--- src/rtl/n25q_stream_reader_if.sv ---
// n25q_stream_reader_if: N25Q di_* terminal bus plus the outgoing word stream
interface n25q_stream_reader_if;
    logic [31:0] out_data;
    logic [2:0]  out_bytes;
    logic        out_valid;
    logic        out_ready;
    logic        out_last;
    logic [15:0] di_term_addr;
    logic [31:0] di_reg_addr;
    logic [31:0] di_reg_datai;
    logic [31:0] di_len;
    logic        di_write_mode;
    logic        di_write;
    logic        di_read_mode;
    logic        di_read_req;
    logic        di_write_rdy;
    logic        di_read_rdy;
    logic [31:0] di_reg_datao;
    modport master (
        output out_data, out_bytes, out_valid, out_last,
        output di_term_addr, di_reg_addr, di_reg_datai, di_len,
        output di_write_mode, di_write, di_read_mode, di_read_req,
        input  out_ready, di_write_rdy, di_read_rdy, di_reg_datao
    );
    modport slave (
        input  out_data, out_bytes, out_valid, out_last,
        input  di_term_addr, di_reg_addr, di_reg_datai, di_len,
        input  di_write_mode, di_write, di_read_mode, di_read_req,
        output out_ready, di_write_rdy, di_read_rdy, di_reg_datao
    );
endinterface

--- src/rtl/n25q_stream_reader.sv ---
// n25q_stream_reader: autonomous N25Q read sequencer streaming flash bytes as 32-bit words
module n25q_stream_reader #(
    parameter logic [15:0] CTRL_TERM = 16'h0000,
    parameter logic [15:0] DATA_TERM = 16'h0001,
    parameter logic [31:0] CSB_REG   = 32'd0,
    parameter logic [7:0]  READ_CMD  = 8'h03
) (
    input  logic        ifclk,
    input  logic        resetb,
    input  logic        start_i,
    input  logic        abort_i,
    input  logic [23:0] flash_addr_i,
    input  logic [23:0] byte_len_i,
    output logic        busy_o,
    output logic        done_o,
    n25q_stream_reader_if.master bus
);
    typedef enum logic [3:0] {IDLE, CS_LO, CMD, CMD_WAIT, GAP, RD, RD_WAIT, OUT, CS_HI, DONE} state_t;
    state_t      state_q, state_d;
    logic [23:0] addr_q, len_q, remain_q, remain_d;
    logic        abort_q, first_q, last_q, stop;
    logic [31:0] data_q, mask;
    logic [2:0]  bytes_q, take;
    assign take     = (remain_q >= 24'd4) ? 3'd4 : remain_q[2:0];
    assign mask     = take == 3'd1 ? 32'h0000_00FF : take == 3'd2 ? 32'h0000_FFFF :
                      take == 3'd3 ? 32'h00FF_FFFF : 32'hFFFF_FFFF;
    assign remain_d = remain_q - {21'd0, bytes_q};
    assign stop     = abort_q | abort_i;
    assign bus.out_data  = data_q;
    assign bus.out_bytes = bytes_q;
    assign bus.out_last  = last_q;
    // state register, sticky abort, and the captured word/remaining-byte datapath
    always_ff @(posedge ifclk or negedge resetb) begin
        if (!resetb) begin
            state_q  <= IDLE;
            first_q  <= 1'b0;
            abort_q  <= 1'b0;
            addr_q   <= '0;
            len_q    <= '0;
            remain_q <= '0;
            data_q   <= '0;
            bytes_q  <= '0;
            last_q   <= 1'b0;
        end else begin
            state_q <= state_d;
            first_q <= state_d != state_q;
            abort_q <= (state_q == IDLE || state_q == CS_HI) ? 1'b0 : stop;
            if (state_q == IDLE && start_i) begin
                addr_q   <= flash_addr_i;
                len_q    <= byte_len_i;
                remain_q <= byte_len_i;
            end
            if (state_q == RD_WAIT && !first_q && bus.di_read_rdy) begin
                data_q  <= bus.di_reg_datao & mask;
                bytes_q <= take;
                last_q  <= (remain_q <= 24'd4) | stop;
            end
            if (state_q == OUT && bus.out_ready)
                remain_q <= remain_d;
        end
    end
    // next state and the di_*/stream outputs decoded from the current state
    always_comb begin
        state_d           = state_q;
        bus.di_term_addr  = '0;
        bus.di_reg_addr   = '0;
        bus.di_reg_datai  = '0;
        bus.di_len        = '0;
        bus.di_write_mode = 1'b0;
        bus.di_write      = 1'b0;
        bus.di_read_mode  = 1'b0;
        bus.di_read_req   = 1'b0;
        bus.out_valid     = 1'b0;
        case (state_q)
            IDLE: if (start_i) state_d = (byte_len_i == 24'd0) ? DONE : CS_LO;
            CS_LO: begin
                bus.di_term_addr  = CTRL_TERM;
                bus.di_reg_addr   = CSB_REG;
                bus.di_write_mode = 1'b1;
                bus.di_write      = 1'b1;
                state_d           = CMD;
            end
            CMD, CMD_WAIT: begin
                bus.di_term_addr  = DATA_TERM;
                bus.di_reg_datai  = {addr_q[7:0], addr_q[15:8], addr_q[23:16], READ_CMD};
                bus.di_len        = 32'd4;
                bus.di_write_mode = 1'b1;
                bus.di_write      = state_q == CMD;
                state_d           = state_q == CMD ? CMD_WAIT :
                                    (!first_q && bus.di_write_rdy) ? GAP : CMD_WAIT;
            end
            GAP: state_d = RD;
            RD, RD_WAIT, OUT: begin
                bus.di_term_addr = DATA_TERM;
                bus.di_len       = {8'd0, len_q};
                bus.di_read_mode = 1'b1;
                bus.di_read_req  = state_q == RD;
                bus.out_valid    = state_q == OUT;
                state_d          = state_q == RD ? RD_WAIT :
                                   state_q == RD_WAIT ? ((!first_q && bus.di_read_rdy) ? OUT : RD_WAIT) :
                                   !bus.out_ready ? OUT : (remain_d == 24'd0 || stop) ? CS_HI : RD;
            end
            CS_HI: begin
                bus.di_term_addr  = CTRL_TERM;
                bus.di_reg_addr   = CSB_REG;
                bus.di_reg_datai  = 32'd1;
                bus.di_write_mode = 1'b1;
                bus.di_write      = 1'b1;
                state_d           = DONE;
            end
            DONE: state_d = IDLE;
            default: state_d = IDLE;
        endcase
    end
    assign busy_o = state_q != IDLE;
    assign done_o = state_q == DONE;
endmodule

--- src/flat_wrapper.sv ---
// flat-port wrapper written by rule: the top's interface ports become plain ports
module n25q_stream_reader_flat 
#(
    parameter logic [15:0] CTRL_TERM = 16'h0000,
    parameter logic [15:0] DATA_TERM = 16'h0001,
    parameter logic [31:0] CSB_REG   = 32'd0,
    parameter logic [7:0]  READ_CMD  = 8'h03
)
  (ifclk, resetb, start_i, abort_i, flash_addr_i, byte_len_i, busy_o, done_o, bus_out_data, bus_out_bytes, bus_out_valid, bus_out_last, bus_di_term_addr, bus_di_reg_addr, bus_di_reg_datai, bus_di_len, bus_di_write_mode, bus_di_write, bus_di_read_mode, bus_di_read_req, bus_out_ready, bus_di_write_rdy, bus_di_read_rdy, bus_di_reg_datao);
  n25q_stream_reader_if bus_i ();
  input  logic ifclk;
  input  logic resetb;
  input  logic start_i;
  input  logic abort_i;
  input  logic [23:0] flash_addr_i;
  input  logic [23:0] byte_len_i;
  output logic busy_o;
  output logic done_o;
  output wire logic [$bits(bus_i.out_data)-1:0] bus_out_data;
  output wire logic [$bits(bus_i.out_bytes)-1:0] bus_out_bytes;
  output wire logic [$bits(bus_i.out_valid)-1:0] bus_out_valid;
  output wire logic [$bits(bus_i.out_last)-1:0] bus_out_last;
  output wire logic [$bits(bus_i.di_term_addr)-1:0] bus_di_term_addr;
  output wire logic [$bits(bus_i.di_reg_addr)-1:0] bus_di_reg_addr;
  output wire logic [$bits(bus_i.di_reg_datai)-1:0] bus_di_reg_datai;
  output wire logic [$bits(bus_i.di_len)-1:0] bus_di_len;
  output wire logic [$bits(bus_i.di_write_mode)-1:0] bus_di_write_mode;
  output wire logic [$bits(bus_i.di_write)-1:0] bus_di_write;
  output wire logic [$bits(bus_i.di_read_mode)-1:0] bus_di_read_mode;
  output wire logic [$bits(bus_i.di_read_req)-1:0] bus_di_read_req;
  input wire logic [$bits(bus_i.out_ready)-1:0] bus_out_ready;
  input wire logic [$bits(bus_i.di_write_rdy)-1:0] bus_di_write_rdy;
  input wire logic [$bits(bus_i.di_read_rdy)-1:0] bus_di_read_rdy;
  input wire logic [$bits(bus_i.di_reg_datao)-1:0] bus_di_reg_datao;
  assign bus_out_data = bus_i.out_data;
  assign bus_out_bytes = bus_i.out_bytes;
  assign bus_out_valid = bus_i.out_valid;
  assign bus_out_last = bus_i.out_last;
  assign bus_di_term_addr = bus_i.di_term_addr;
  assign bus_di_reg_addr = bus_i.di_reg_addr;
  assign bus_di_reg_datai = bus_i.di_reg_datai;
  assign bus_di_len = bus_i.di_len;
  assign bus_di_write_mode = bus_i.di_write_mode;
  assign bus_di_write = bus_i.di_write;
  assign bus_di_read_mode = bus_i.di_read_mode;
  assign bus_di_read_req = bus_i.di_read_req;
  assign bus_i.out_ready = bus_out_ready;
  assign bus_i.di_write_rdy = bus_di_write_rdy;
  assign bus_i.di_read_rdy = bus_di_read_rdy;
  assign bus_i.di_reg_datao = bus_di_reg_datao;
  n25q_stream_reader #(.CTRL_TERM(CTRL_TERM), .DATA_TERM(DATA_TERM), .CSB_REG(CSB_REG), .READ_CMD(READ_CMD)) u_core (.ifclk(ifclk), .resetb(resetb), .start_i(start_i), .abort_i(abort_i), .flash_addr_i(flash_addr_i), .byte_len_i(byte_len_i), .busy_o(busy_o), .done_o(done_o), .bus(bus_i));
endmodule
--- config.mk ---
export PLATFORM = sky130hd
export DESIGN_NAME = n25q_stream_reader_flat
export DESIGN_NICKNAME = d
export VERILOG_FILES = /design/src/rtl/n25q_stream_reader_if.sv /design/src/rtl/n25q_stream_reader.sv /design/src/flat_wrapper.sv
export SDC_FILE = /design/constraint.sdc
export NUM_CORES = 1
export LEC_CHECK = 0
export ABC_AREA = 1
export CAP_MARGIN = 5
export CORE_AREA = 5 5 93 160
export CTS_CLUSTER_DIAMETER = 40
export CTS_CLUSTER_SIZE = 10
export DETAILED_ROUTE_END_ITERATION = 16
export DIE_AREA = 0 0 98 165
export PLACE_DENSITY = 0.85
export SKIP_CTS_REPAIR_TIMING = 1
export SYNTH_ARGS = -nofsm -noshare
export SYNTH_HDL_FRONTEND = slang
export SYNTH_SLANG_ARGS = --single-unit
--- constraint.sdc ---
create_clock -name ifclk -period 5.1 [get_ports ifclk]
set_input_delay 1.02 -clock ifclk [delete_from_list [all_inputs] [get_ports ifclk]]
set_output_delay 1.02 -clock ifclk [all_outputs]
set_load 0.01 [all_outputs]
After elaboration in Yosys (flattened, before gate mapping)
Cells that the tools add are included.

operators by class
  bitwise gates (word level) = 3
  $lt $le $gt $ge = 2
  add/subtract/negate cells = 1
  equal/unequal tests = 13
  reductions and logical operators = 19
  muxes and demuxes = 25

operators by type and width
  kind                   count
  $mux W32               3
  $pmux W32 S2           1
  $logic_not A24 Y1      2
  $mux W24               2
  $pmux W24 S2           1
  $and A32 B32 Y32       1
  $mux W4                7
  $ge A24 B3 Y1 const B  1
  $le A24 B3 Y1 const B  1
  $pmux W4 S6            1
  $sub A24 B3 Y24        1
  $eq A4 B3 Y1 const B   4
  $eq A4 B2 Y1 const B   2
  $eq A4 B4 Y1 const B   2
  $mux W1                7
  $eq A3 B2 Y1 const B   2
  $logic_and A1 B1 Y1    6
  $mux W3                2
  $reduce_or A5 Y1       1
  $eq A4 B1 Y1 const B   1
  $logic_not A4 Y1       1
  $ne A4 B4 Y1           1
  $reduce_bool A4 Y1     1
  $reduce_or A2 Y1       2
  other kinds (8)        10

storage, ports and cells
  logic and storage cells = 72
  bits of input ports = 87
  bits in registers = 114
  output and inout bits = 155

Longest topological paths before layout
Gate-level depths: netlist of the first run.

  word-level depth = 9
  gate-level depth with buffers = 21
  depth with buffers taken out = 21

Least setup slack after synthesis of the first run
No wires, ideal clock.

  path type = register to output
  start point = register u_core.state_q[2]
  end point = output bus_di_reg_datai[10]
  path slack = 2630 ps
  data arrival time = 1450 ps
  cell stages (with the launch flop) = 8
  buffers on the path = 2
  path through = dfrtp_1 nor2_1 inv_1 nor2_1 inv_1 clkbuf_1 clkbuf_1 nor2_1

between the ends
  cells in the longest elaborated chain, start to end = 3
  elaborated cells between the ends (all ways) = 5
  classes of those cells = 3 x eq/ne; 1 x mux; 1 x reduce/logical

RTL lines
  what                    line                      RTL
  start, declared         n25q_stream_reader.sv:19  state_t state_q, state_d;
  start signal, assigned  n25q_stream_reader.sv:45  state_q <= state_d;
  $eq A4 B2 Y1            n25q_stream_reader.sv:74  case (state_q)
  $reduce_or A2 Y1        n25q_stream_reader.sv:74
  $pmux W32 S2 *          n25q_stream_reader.sv:74
  end, declared           flat_wrapper.sv:25        output wire logic [$bits(bus_i.di_reg_datai)-1:0] bus_di_reg_datai;

Mark *: on every way between the ends. The rest lies on a longest branch, timed or not.

Final worst setup path of the first run
  start point = register u_core.state_q[3]
  end point = output bus_di_len[2]

between the ends
  cells in the longest elaborated chain, start to end = 3
  elaborated cells between the ends (all ways) = 8
  classes of those cells = 5 x eq/ne; 1 x mux; 2 x reduce/logical

RTL lines
  what                                                  line                      RTL
  $eq A4 B3 Y1 or $eq A4 B2 Y1 (tied branches)          n25q_stream_reader.sv:74
  $reduce_or A3 Y1 or $reduce_or A2 Y1 (tied branches)  n25q_stream_reader.sv:74
  $pmux W24 S2 *                                        n25q_stream_reader.sv:74
  end, declared                                         flat_wrapper.sv:26        output wire logic [$bits(bus_i.di_len)-1:0] bus_di_len;

Marks and branches as above.

==> results of run 1 <==
[worst reg2reg max path: stages (launching register included)]
cell and delay [ns]:
dfrtp_1 0.43, inv_1 0.15, ha_1 0.25, fa_1 0.41, inv_1 0.08, nand2_1 0.10, nand2_4 0.15, nor2_8 0.07
nand3_1 0.07, nand2_1 0.07, nor2_1 0.18, nand3_1 0.10, nor2_1 0.11, nand2_1 0.07, nand2_1 0.12, nand2_2 0.07
o21ai_1 0.17, nand3_1 0.09
[area by class of cell]
type / count / area, sq um / area share [%]
flip-flops and latches: 114 / 2850 / 33.2
multi-input cells: 580 / 2680 / 31.1
repair buffers: 184 / 1830 / 21.3
clock buffers: 18 / 439 / 5.10
inverters: 109 / 409 / 4.76
well taps: 174 / 218 / 2.53
clock inverters: 14 / 179 / 2.08
[how the worst max path moves through the flow]
stage | cells after the start | to | slack, ns
2_1_floorplan | 7 | bus_di_reg_datai[10] | 2.63
3_5_place_dp | 7 | bus_di_len[2] | 1.98
6_report | 6 | bus_di_len[2] | 1.55
3_3_place_gp | 7 | bus_di_len[0] | 2.04
5_1_grt | 7 | bus_di_len[1] | 1.35
4_1_cts | 7 | bus_di_len[2] | 1.55
[flip-flops by register name, summed over array words and instances, names as in the netlist]
register / count
u_core.bus.out_data: 32
u_core.addr_q: 24
u_core.len_q: 24
u_core.remain_q: 24
u_core.state_q: 4
u_core.bus.out_bytes: 3
u_core.abort_q: 1
u_core.bus.out_last: 1
u_core.first_q: 1
[placed cells by master (no fill, tap or decap), types with 2 or more instances in the layout]
cell type,instances
a31oi_1,2
buf_4,5
bufinv_16,3
clkbuf_16,17
clkdlybuf4s50_1,179
clkinv_1,2
clkinv_4,4
clkinvlp_4,3
conb_1,61
dfrtp_1,114
ha_1,3
inv_1,101
inv_2,6
inv_6,3
nand2_1,218
nand2_2,5
nand2_4,2
nand3_1,35
nand4_1,9
nor2_1,102
nor2_2,6
nor2_4,4
nor3_1,6
nor4_1,6
o211ai_1,18
o21ai_0,76
o21ai_1,8
o221ai_1,7
xor2_1,2
[power by group through the flow]
| stage | clock network, uW | registers (uW) | logic [uW] |
|---|---|---|---|
| 2_1_floorplan | 0 | 1620 | 1420 |
| 3_3_place_gp | 0 | 1590 | 2470 |
| 3_5_place_dp | 0 | 1610 | 2510 |
| 4_1_cts | 1260 | 1600 | 2540 |
| 5_1_grt | 1300 | 1650 | 2790 |
| 6_report | 1240 | 1600 | 2530 |
[kinds of logic (layout without fill, tap and decap cells)]
| group | count (synthesis) | count (layout) |
|---|---|---|
| compound gates | 117 | 117 |
| xor+xnor | 2 | 2 |
| fa+ha+maj | 4 | 4 |
| buf+inv | 196 | 325 |
| flops | 114 | 114 |
| other cells | 1 | 61 |
| simple gates | 396 | 396 |
[synth_stat cells]
library cell / count / area, sq um
a21boi_1: 1 / 7.51
a21oi_1: 1 / 5.00
a21oi_2: 1 / 8.76
a31oi_1: 2 / 12.5
a41oi_1: 1 / 8.76
buf_1: 1 / 3.75
buf_2: 9 / 45.0
buf_4: 61 / 458
clkbuf_1: 16 / 60.1
clkinv_1: 3 / 11.3
conb_1: 1 / 3.75
dfrtp_1: 114 / 2850
fa_1: 1 / 20.0
ha_1: 3 / 37.5
inv_1: 101 / 379
inv_2: 5 / 18.8
nand2_1: 218 / 818
nand2_2: 5 / 31.3
nand2_4: 2 / 22.5
nand3_1: 35 / 175
nand3_2: 1 / 10.0
nand4_1: 9 / 56.3
nor2_1: 102 / 383
nor2_2: 6 / 37.5
nor2_4: 4 / 45.0
nor2_8: 1 / 20.0
nor3_1: 6 / 30.0
nor3_4: 1 / 16.3
nor4_1: 6 / 37.5
o211ai_1: 18 / 135
o21ai_0: 76 / 380
o21ai_1: 8 / 40.0
o21bai_2: 1 / 11.3
o21bai_4: 1 / 18.8
o221ai_1: 7 / 61.3
xor2_1: 2 / 17.5
[through the flow]
stage               hold WS (ns)  utilization (%)  cells
floorplan                  0.473                -    890
global placement           0.461             59.7   1161
detailed placement         0.469             59.7   1161
CTS                        0.481             64.3   1193
global route               0.518             64.3   1193
finish                     0.476             64.3   1193
[routing by layer]
metal	vias to the layer above	part of all wire, %	global-route usage, %
li1	2849	-	-
met1	2792	36	25.1
met2	270	52	40.9
met3	65	6.2	4.90
met4	0	5.5	14.9
met5	-	0	0
==> impl_metrics.yaml, run 1 <==
sta:
  hold_viol_final: 0
  max_freq_ghz: 0.282
  setup_ws_ns: 1.55
  maxSlewViolCount: 0
  finalSetupViolations: 0
  setup_tns_ns: 0
  finalCritPeriodShare_pct: 69.5
  rsz0062_at_grt: "false"
  final.min_clock_period_ns: 3.55
  worstMarginPinSlew_ns: 1.06
  skew_ns: 0.00898
  slew_headroom_pct: 29.3
worst_setup_path:
  reg2reg_setup_slack_ns: 2.28
  worstPathMaxFanout: 25
  reg2reg_to: "u_core.state_q[2]$_DFF_PN0_"
  crit_chain: "nor2_1 > inv_1 > nor2_1 > inv_1 > o21ai_0 > clkdlybuf4s50_1"
  slowest_delay_ns: 0.57
  arrival_ns: 2.53
  path_buf_inv: 3
  r2r_cells: 17
  startpoint_type: "flop"
  r2r-start: "u_core.remain_q[0]$_DFFE_PN0P_"
  crit_type: "flop to output pin"
  critPathLaunch: "u_core.state_q[3]$_DFF_PN0_"
  end_kind: "output pin"
  path_delay_family: "buffers and inverters"
  slowest_stage: "clkdlybuf4s50_1"
  crit_required_ns: 4.08
outcome:
  outcome: "completed"
pwr:
  swShare_pct: 40.4
  comb_power_share_pct: 47.0
  power.switching_uw: 2170
  p_seq_share_pct: 29.8
  p_clk_share_pct: 23.1
  vdd_drop_max_v: 0.000466
  power_density_nw_per_um2: 624
  cellInternalPower_uw: 3200
  design_power_total_uw: 5370
  p_leak_uw: 0.00403
synthesis:
  ys_seq_area_share_pct: 45.4
  synth_adder_area_share_pct: 0.917
  synth-compound-area-share_pct: 11.0
  yosys_warnings: 0
  synth.distinct_cells: 36
  synth-xor-area-share_pct: 0.279
  ys_ff_latch: 114
  syn_avg_cell_area_sq_um: 7.57
  synth_top_family_by_area: "simple AND/OR/NAND/NOR gates"
  synth_cells: 830
  muxShareOfSynthArea_pct: 0
  synth-simple-area-share_pct: 26.8
  synth_area_sq_um: 6280
detailed_routing:
  routed_wl_mm: 18.8
  wire_per_inst_um: 15.8
  num_vias: 5976
  drc_errors: 0
  first_iter_violations: 329
  first_pass_iters: 5
  ant_nets: 0
  routed_via_density: 5.01
die:
  start_util_pct: 46.9
  die_w_um: 98
  die_area_sq_um: 16200
  core_sq_um: 13400
  boundaryPins: 242
  rows: 56
  die_y_um: 165
min_path:
  holdPathEnd: "u_core.bus.out_data[6]$_DFFE_PN0P_"
  hp-start: "u_core.bus.out_data[6]$_DFFE_PN0P_"
  hold-path-cell-count: 2
  hold_class: "flop to flop"
cells_and_area:
  design_area_sq_um: 8600
  n_antenna_cell: 0
  drive_above_1_share_pct: 6.48
  fillers: 1103
  syn2layout_area_growth_pct: 37.0
  fin_nets: 1097
global_routing:
  grt_pass1_wl_mm: 29.5
  grt_pass1_vias: 6039
  grtUsageTotal_pct: 23.2
  grt_max_degree: 80
  overflow: 0
  antenna_found_initial: 0
clock_tree:
  cts-root-buf: "clkbuf_16"
  clk_pin_slew_ns: 0.06
  cts.sinks: 114
  cts.path.max_buffers: 2
  numCtsBuffers: 17
  cts_max_level: 4
  clk_latency_ns: 0.41
  cts_tree: "done"
placement:
  place_hpwl_mm: 14.1
  finalWeightedCongestion: 0.923
  port_buffers: 180
  dp_slack_ns: 1.98
  placed_area_sq_um: 7990
run:
  maxCapViolations: 0
Power figures use the tool's default switching activity.
==> run 2, diff against run 1 <==
Settings changed: CORE_AREA 5 5 93 160 to 5 5 101 174, DIE_AREA 0 0 98 165 to 0 0 106 179, PLACE_DENSITY 0.85 to 0.76.
Clock period 5.1 ns to 2.9 ns, I/O delays scaled along.
==> run 2 against run 1 <==
  * First-iteration DRC count decreased by 24%
  * Global-route usage down 3.1 points
  * Critical path depth stayed put
  * Clock skew increased by 0.0031 ns
  * Sequential power increased by 77%
  * Combinational power increased by 78%
  * Register-to-register slack got worse by 2.0 ns
  * Setup slack got worse by 1.4 ns
  * Wire length rose by 0.86%
  * Worst hold slack got worse by 0.31 ns
  * Non-clock buffer count grew 9
  * Final area is 1.7% higher
  * Critical path type unchanged
  * Critical endpoint is now bus_di_reg_datai[29]
  * Highest routed layer unchanged
==> impl_metrics.yaml, run 2 (same netlist as run 1, synthesis figures left out) <==
cells_and_area:
  drive_above_1_share_pct: 7.88
  syn2layout_area_growth_pct: 39.3
  fin_nets: 1106
  final_common_cell: "nand2_1"
  finalNonFillerCells: 1217
  n_antenna_cell: 0
  largest_reg_flops: 32
  layout_common_cells: "218 x nand2_1, 172 x clkdlybuf4s50_1, 113 x dfrtp_1"
clock_tree:
  cts.sinks: 114
  numCtsBuffers: 17
  cts.path.max_buffers: 2
  cts_max_level: 4
  cts-root-buf: "clkbuf_16"
  cts_tree: "done"
  clk_pin_slew_ns: 0.06
  clk_latency_ns: 0.41
worst_setup_path:
  reg2reg_to: "u_core.first_q$_DFF_PN0_"
  startpoint_type: "flop"
  r2r_cells: 19
  crit_required_ns: 2.32
  slowest_stage: "clkdlybuf4s50_1"
  crit_type: "flop to output pin"
  r2r-start: "u_core.remain_q[0]$_DFFE_PN0P_"
  reg2reg_setup_slack_ns: 0.31
  end_kind: "output pin"
  arrival_ns: 2.20
  crit_chain: "inv_1 > nor2_2 > inv_2 > buf_6 > nor2_1 > clkdlybuf4s50_1"
  slowest_delay_ns: 0.58
  path_buf_inv: 4
  worstPathMaxFanout: 27
  path_delay_family: "buffers and inverters"
placement:
  finalWeightedCongestion: 0.945
  place_hpwl_mm: 14.6
  post-place-cells: 1185
  port_buffers: 180
detailed_routing:
  first_pass_iters: 4
  num_vias: 5902
  routed_via_density: 4.85
  wire_per_inst_um: 15.6
  routed_wl_mm: 19.0
  first_iter_violations: 251
  drc_errors: 0
  ant_nets: 0
die:
  die_y_um: 179
  boundaryPins: 242
  die_w_um: 106
  core_sq_um: 15900
  rows: 61
  start_util_pct: 39.6
  die_area_sq_um: 19000
global_routing:
  antenna_found_initial: 0
  grtUsageTotal_pct: 20.1
  overflow: 0
  grt_pass1_wl_mm: 29.7
  grt_max_degree: 44
  grt_pass1_vias: 5914
sta:
  final.min_clock_period_ns: 2.78
  hold_viol_final: 0
  finalSetupViolations: 0
  maxSlewViolCount: 0
  finalCritPeriodShare_pct: 95.9
  setup_tns_ns: 0
  max_freq_ghz: 0.360
  skew_ns: 0.0121
  worstMarginPinSlew_ns: 0.584
  slew_headroom_pct: 61.1
pwr:
  vdd_drop_max_v: 0.000640
  power_density_nw_per_um2: 1090
  p_leak_uw: 0.00418
min_path:
  hold_class: "primary input to asynchronous set/reset pin"
outcome:
  outcome: "completed"
run:
  maxCapViolations: 0
[run 2: worst max path at each step]
| stage | start | to | slack (ns) | cells past startpoint |
|---|---|---|---|---|
| after CTS | u_core.state_q[2]$_DFF_PN0_ | bus_di_reg_datai[31] | -0.03 | 7 |
| after global routing | u_core.state_q[1]$_DFF_PN0_ | bus_di_write_mode | -0.01 | 8 |
| after floorplan | u_core.remain_q[0]$_DFFE_PN0P_ | u_core.first_q$_DFF_PN0_ | 0.57 | 21 |
| after detailed placement | u_core.remain_q[0]$_DFFE_PN0P_ | u_core.first_q$_DFF_PN0_ | 0.30 | 19 |
| final | u_core.state_q[1]$_DFF_PN0_ | bus_di_reg_datai[29] | 0.12 | 6 |
| after global placement | u_core.remain_q[0]$_DFFE_PN0P_ | u_core.first_q$_DFF_PN0_ | 0.40 | 21 |
[run 2: cell type report]
type	instances	area (sq um)
flip-flops and latches	114	2850
well taps	189	236
clock buffers	17	425
fillers	1433	7130
repair buffers	193	1940
multi-input cells	580	2700
clock inverters	15	181
inverters	109	409
[run 2: power by group]
group | switching [uW] | total (uW) | internal (uW)
registers | 466 | 2830 | 2370
clock network | 809 | 2170 | 1360
logic | 2560 | 4500 | 1940
[run 2: metrics by stage]
step | utilization (%) | setup slack (ns) | area (sq um) | power (uW) | hold slack (ns)
after floorplan | - | 0.567 | 6500 | 5340 | 0.284
after global placement | 51.0 | 0.402 | 8100 | 7230 | 0.462
after detailed placement | 51.0 | 0.296 | 8100 | 7320 | 0.465
after CTS | 54.8 | -0.0260 | 8700 | 9550 | 0.179
after global routing | 55.1 | -0.0126 | 8750 | 10200 | 0.201
final | 55.1 | 0.120 | 8750 | 9500 | 0.165
[run 2: worst register-to-register path: stages, from the launching register on]
cell,delay [ns]
dfrtp_1,0.41
inv_1,0.13
ha_1,0.24
fa_1,0.41
inv_1,0.07
nand2_1,0.09
nand2_4,0.14
o21ai_0,0.10
nand2_1,0.10
nand3_1,0.07
nor2_1,0.11
nand3_1,0.09
nor2_1,0.09
nand2_1,0.07
nand2_1,0.09
nand2_2,0.07
nand2_2,0.06
nand2_1,0.05
nand3_1,0.06
nand2_1,0.05
[run 2: routing by layer]
metal,vias to the layer above,GRT usage [%],part of all wire (%),wire length (um)
met5,-,0,0,0
met4,0,11.2,4.3,819
met3,52,5.01,6.6,1250
met2,240,36.4,53,10200
met1,2734,21.0,36,6770
li1,2876,-,-,-
